**config.mk**
```make
export PLATFORM = sky130hd
export DESIGN_NAME = overrun_reporter
export DESIGN_NICKNAME = d
export VERILOG_FILES = /design/src/rtl/overrun_reporter_pkg.sv /design/src/rtl/overrun_reporter_rise_detect.sv /design/src/rtl/overrun_reporter.sv
export SDC_FILE = /design/constraint.sdc
export NUM_CORES = 1
export LEC_CHECK = 0
export ABC_AREA = 1
export CORE_UTILIZATION = 50
export CTS_CLUSTER_DIAMETER = 100
export DETAILED_ROUTE_END_ITERATION = 10
export PLACE_DENSITY_LB_ADDON = 0.08
export SYNTH_ARGS = -nofsm -noshare
export SYNTH_HDL_FRONTEND = slang
export SYNTH_SLANG_ARGS = --single-unit
```
**constraint.sdc**
```tcl
create_clock -name i_CLK -period 4.7 [get_ports i_CLK]
set_clock_uncertainty 0.2 [all_clocks]
set_input_delay 1.41 -clock i_CLK [delete_from_list [all_inputs] [get_ports i_CLK]]
set_output_delay 1.41 -clock i_CLK [all_outputs]
set_load 0.05 [all_outputs]
```
**src/rtl/overrun_reporter_pkg.sv**
```systemverilog
// overrun_reporter_pkg
//   Shared definitions for the over-run reporter: the report FSM state type
//   and the default values of the reporter's parameters.
package overrun_reporter_pkg;

   typedef enum logic [1:0] {
      IDLE   = 2'd0,
      REPORT = 2'd1,
      HOLD   = 2'd2
   } state_t;

   localparam int unsigned DEF_COUNTER_MSB    = 6;
   localparam int unsigned DEF_EVENT_MSB      = 7;
   localparam int unsigned DEF_TIMEOUT_CYCLES = 255;

endpackage

```
**src/rtl/overrun_reporter_rise_detect.sv**
```systemverilog
// rise_detect
//   Registers a level input once per clock and flags the cycle in which the
//   level is high while its registered copy is still low.
// Ports:
//   clk    in   clock, rising edge
//   rst_n  in   asynchronous active-low reset (clears the registered copy)
//   level  in   monitored level
//   pulse  out  level & ~registered level (combinational)
module rise_detect (
   input  logic clk,
   input  logic rst_n,
   input  logic level,
   output logic pulse
);

   logic level_q;

   always_ff @(posedge clk or negedge rst_n) begin
      if (!rst_n) begin
         level_q <= 1'b0;
      end else begin
         level_q <= level;
      end
   end

   assign pulse = level & ~level_q;

endmodule

```
**src/rtl/overrun_reporter.sv**
```systemverilog
// overrun_reporter
//   Watches an upstream counter's over-run level. On an over-run rising edge
//   while idle it captures the count and offers it as a valid/ready report.
//   Edges seen while a report is pending or being held off are flagged as
//   missed. All edges are tallied in a saturating event counter.
//   Optional build macro OVERRUN_REPORTER_TIMEOUT_EN: abandons a report that
//   is not accepted within TIMEOUT_CYCLES cycles and sets o_DROPPED.
// Ports:
//   i_CLK       in   clock, rising edge
//   i_RST_N     in   asynchronous active-low reset
//   i_COUNT     in   upstream count value
//   i_OVER_RUN  in   upstream over-run level
//   i_READY     in   consumer accepts the report
//   o_VALID     out  report available (registered)
//   o_CAPTURED  out  count sampled at the accepted over-run edge
//   o_EVENTS    out  saturating tally of over-run rising edges
//   o_MISSED    out  sticky: an edge arrived outside IDLE
//   o_DROPPED   out  sticky: a report timed out (0 without the macro)
module overrun_reporter
   import overrun_reporter_pkg::*;
#(
   parameter int unsigned COUNTER_MSB    = DEF_COUNTER_MSB,
   parameter int unsigned EVENT_MSB      = DEF_EVENT_MSB,
   parameter int unsigned TIMEOUT_CYCLES = DEF_TIMEOUT_CYCLES
) (
   input  logic                 i_CLK,
   input  logic                 i_RST_N,
   input  logic [COUNTER_MSB:0] i_COUNT,
   input  logic                 i_OVER_RUN,
   input  logic                 i_READY,
   output logic                 o_VALID,
   output logic [COUNTER_MSB:0] o_CAPTURED,
   output logic [EVENT_MSB:0]   o_EVENTS,
   output logic                 o_MISSED,
   output logic                 o_DROPPED
);

   state_t state;
   logic   rise;

   rise_detect u_rise_detect (
      .clk   (i_CLK),
      .rst_n (i_RST_N),
      .level (i_OVER_RUN),
      .pulse (rise)
   );

`ifdef OVERRUN_REPORTER_TIMEOUT_EN
   localparam int unsigned TIMER_W = $clog2(TIMEOUT_CYCLES + 1);
   logic [TIMER_W-1:0] timer;
`else
   localparam int unsigned unused_timeout_cycles = TIMEOUT_CYCLES;
   assign o_DROPPED = 1'b0;
`endif

   always_ff @(posedge i_CLK or negedge i_RST_N) begin
      if (!i_RST_N) begin
         state      <= IDLE;
         o_VALID    <= 1'b0;
         o_CAPTURED <= '0;
         o_EVENTS   <= '0;
         o_MISSED   <= 1'b0;
`ifdef OVERRUN_REPORTER_TIMEOUT_EN
         o_DROPPED  <= 1'b0;
         timer      <= '0;
`endif
      end else begin
         if (rise && (o_EVENTS != '1)) begin
            o_EVENTS <= o_EVENTS + 1'b1;
         end
         case (state)
            IDLE: begin
               if (rise) begin
                  state      <= REPORT;
                  o_VALID    <= 1'b1;
                  o_CAPTURED <= i_COUNT;
`ifdef OVERRUN_REPORTER_TIMEOUT_EN
                  timer      <= '0;
`endif
               end
            end
            REPORT: begin
               if (rise) begin
                  o_MISSED <= 1'b1;
               end
               // o_VALID is 1 throughout REPORT, so i_READY alone completes
               // the transfer; a simultaneous edge only counts as missed.
               if (i_READY) begin
                  state   <= HOLD;
                  o_VALID <= 1'b0;
               end
`ifdef OVERRUN_REPORTER_TIMEOUT_EN
               else if (timer == TIMER_W'(TIMEOUT_CYCLES - 1)) begin
                  state     <= HOLD;
                  o_VALID   <= 1'b0;
                  o_DROPPED <= 1'b1;
               end else begin
                  timer <= timer + 1'b1;
               end
`endif
            end
            HOLD: begin
               if (rise) begin
                  o_MISSED <= 1'b1;
               end
               if (!i_OVER_RUN) begin
                  state <= IDLE;
               end
            end
            default: begin
               state   <= IDLE;
               o_VALID <= 1'b0;
            end
         endcase
      end
   end

endmodule

```
==> flow_summary.json <==
{
  "grt_pass1_vias": 732,
  "initial_utilization_pct": 56.01,
  "comb_power_share_pct": 54.9,
  "synth_most_common_cell": "nand2_1",
  "die_y_um": 47.16,
  "cp_top_family": "buffers and inverters",
  "dr.pass1.iters": 4,
  "r2r_setup_slack_ns": 2.84,
  "hold_path_class": "flop to flop",
  "cap_violations": 0,
  "final-hold-violation-count": 0,
  "power_density_nw_per_um2": 611.9,
  "numCtsBuffers": 3,
  "grt_overflow": 0,
  "cts.clk_slew.worst_paths_ns": 0.11,
  "io_buffers": 27,
  "place_hpwl_um": 1407,
  "path_cells": "clkdlybuf4s50_1",
  "required_ns": 3.09,
  "syn-mean-instance-area_um2": 8.158,
  "hold_slack_ns": 0.2771,
  "cts_htree_levels": 1,
  "seqPwrFrac_pct": 35.2,
  "clockBufferDepth": 2,
  "synth.area.top_cells": "dfrtp_1 (49%), nand2_1 (17%), nand3_1 (6.4%), ha_1 (6.1%), inv_1 (4.8%)",
  "cpPeakStageDelay_ns": 0.86,
  "synth_async_sr_flop_share_pct": 100.0,
  "syn_nets": 141,
  "endpoint_kind": "primary output",
  "final_nets": 170,
  "cts_root_buffer": "clkbuf_4",
  "status": "finished, final reports clean",
  "synth_seq_cells": 20,
  "setup_tns_ns": 0,
  "antenna_found_initial": 0,
  "dpl_worst_slack_ns": 1.296,
  "clock_sinks": 20,
  "netSwitchingFraction_pct": 49.41,
  "drv_slew": 0,
  "worstPathMaxFanout": 7,
  "worst-path-buf-inv": 1,
  "cp_slowest_cell": "clkdlybuf4s50_1",
  "synth_top_area_share_pct": 49.08,
  "drc": 0,
  "dr_total_vias": 849,
  "rows": 15,
  "synth_cell_type_count": 21,
  "timing.final.ws_setup_ns": 1.455,
  "post-cts-setup-buffers": 0,
  "ctsHoldBuffers": 0,
  "max_freq_mhz": 308.2,
  "dieWidth_um": 47.16,
  "fin_cells": 177,
  "vias_per_cell": 4.797,
  "ios": 29,
  "rsz0062_at_grt": "false",
  "internal_power_uw": 408.2,
  "core_area_um2": 1821,
  "antenna_cells": 0,
  "yosysWarningCount": 0,
  "power_frac_clock_pct": 9.9,
  "syn-cell-area_um2": 1020,
  "postCtsResizedCells": 0,
  "drt_iter0_drc": 10,
  "gp_congestion": 0.7304,
  "cts_tree": "built",
  "dieArea_um2": 2224,
  "grt_max_degree": 21,
  "wirelength_um": 1849,
  "synth_ff_type": "dfrtp_1",
  "arrival_ns": 1.63,
  "period_minus_slack_ns": 3.245,
  "synthTopCellsByCount": "nand2_1 (45), dfrtp_1 (20), inv_1 (13), nand3_1 (13), nor2_1 (8)",
  "synth-edff-count": 0,
  "grt_pass1_wl_um": 2987,
  "peakVddDrop_mv": 0.3981,
  "max_slew_margin_pct": 41.23,
  "drive_above_1_share_pct": 6.579,
  "ant_nets": 0,
  "yosys.area.top_type": "dfrtp_1",
  "clk_latency_ns": 0.29,
  "power.switching_uw": 398.7,
  "setup_viol": 0,
  "p_leak_uw": 0.0006472,
  "criticalPathCategory": "flop to primary output",
  "synth_cells": 125,
  "start_kind": "flop",
  "period_share_pct": 69.04,
  "grtUsageTotal_pct": 19.14,
  "dpl.cell_count": 174,
  "avgRoutedWirePerCell_um": 10.45,
  "seq_area_frac_synth_pct": 49.08,
  "worst_slew_pin_slew_ns": 0.8788,
  "synthToLayoutAreaGrowth_pct": 29.32
}
-- per-stage QoR --
step	cell area, um^2	utilization [%]	total power [uW]
finish	1319	72.44	806.9
detailed placement	1296	71.20	734.5
global route	1319	72.44	862.9
CTS	1319	72.44	813.0
floorplan	1020	-	586.4
global placement	1296	71.20	724.0
-- area by class of cell --
cell class | count | area (um^2)
clock buffer | 3 | 22.52
tap | 25 | 31.28
inverter | 14 | 52.55
sequential | 20 | 500.5
multi-input combinational | 88 | 441.7
timing repair buffer | 27 | 270.3
fill | 148 | 501.7
-- registers in the layout, indices dropped and copies added, names as in the netlist --
| signal | flops |
|---|---|
| o_VALID | 1 |
| u_rise_detect.level_q | 1 |
| o_MISSED | 1 |
| o_CAPTURED | 7 |
| state | 2 |
| o_EVENTS | 8 |
-- cell usage in the layout (no fill, tap or decap), types with 2 or more instances in the layout --
master and count:
nand3_1 13, nor2_1 8, nor2_2 2, nand2_1 45, o21ai_0 5, nand2_4 2, inv_1 13, clkdlybuf4s50_1 27
dfrtp_1 20, clkbuf_4 3, ha_1 5
-- kinds of logic after synthesis --
logic type / after synthesis / share of synthesized area, %
simple gates: 73 / 31.78
flops: 20 / 49.08
buf+inv: 17 / 7.607
compound gates: 8 / 4.171
fa+ha+maj: 5 / 6.135
xor+xnor: 1 / 0.8591
other cells: 1 / 0.3677
-- per-layer routing --
| layer | vias up | part of all wire [%] | routed length [um] | GRT usage [%] |
|---|---|---|---|---|
| li1 | 442 | - | - | - |
| met1 | 387 | 50 | 921 | 26.81 |
| met2 | 18 | 45 | 835 | 29.72 |
| met3 | 2 | 4.3 | 80 | 2.308 |
| met4 | 0 | 0.65 | 12 | 8.571 |
| met5 | - | 0 | 0 | 0 |
-- path summary, 6_finish.rpt --
check,startpoint,endpoint,cells past startpoint
worst max-delay path,o_EVENTS[2]$_DFFE_PN0P_,o_EVENTS[2],1
worst min-delay path,o_MISSED$_DFFE_PN0P_,o_MISSED$_DFFE_PN0P_,1
worst max register to register,u_rise_detect.level_q$_DFF_PN0_,o_CAPTURED[0]$_DFFE_PN0P_,4
worst min register to register,o_MISSED$_DFFE_PN0P_,o_MISSED$_DFFE_PN0P_,1
max in group asynchronous,i_RST_N,o_MISSED$_DFFE_PN0P_,1
min in group asynchronous,i_RST_N,o_EVENTS[4]$_DFFE_PN0P_,1
-- power groups by stage --
stage | logic (uW) | clock network, uW | registers (uW)
2_1_floorplan | 122 | 0 | 464
3_3_place_gp | 438 | 0 | 286
3_5_place_dp | 447 | 0 | 287
4_1_cts | 447 | 81.4 | 284
5_1_grt | 478 | 90.9 | 294
6_report | 443 | 79.9 | 284
Power figures use the tool's default switching activity.
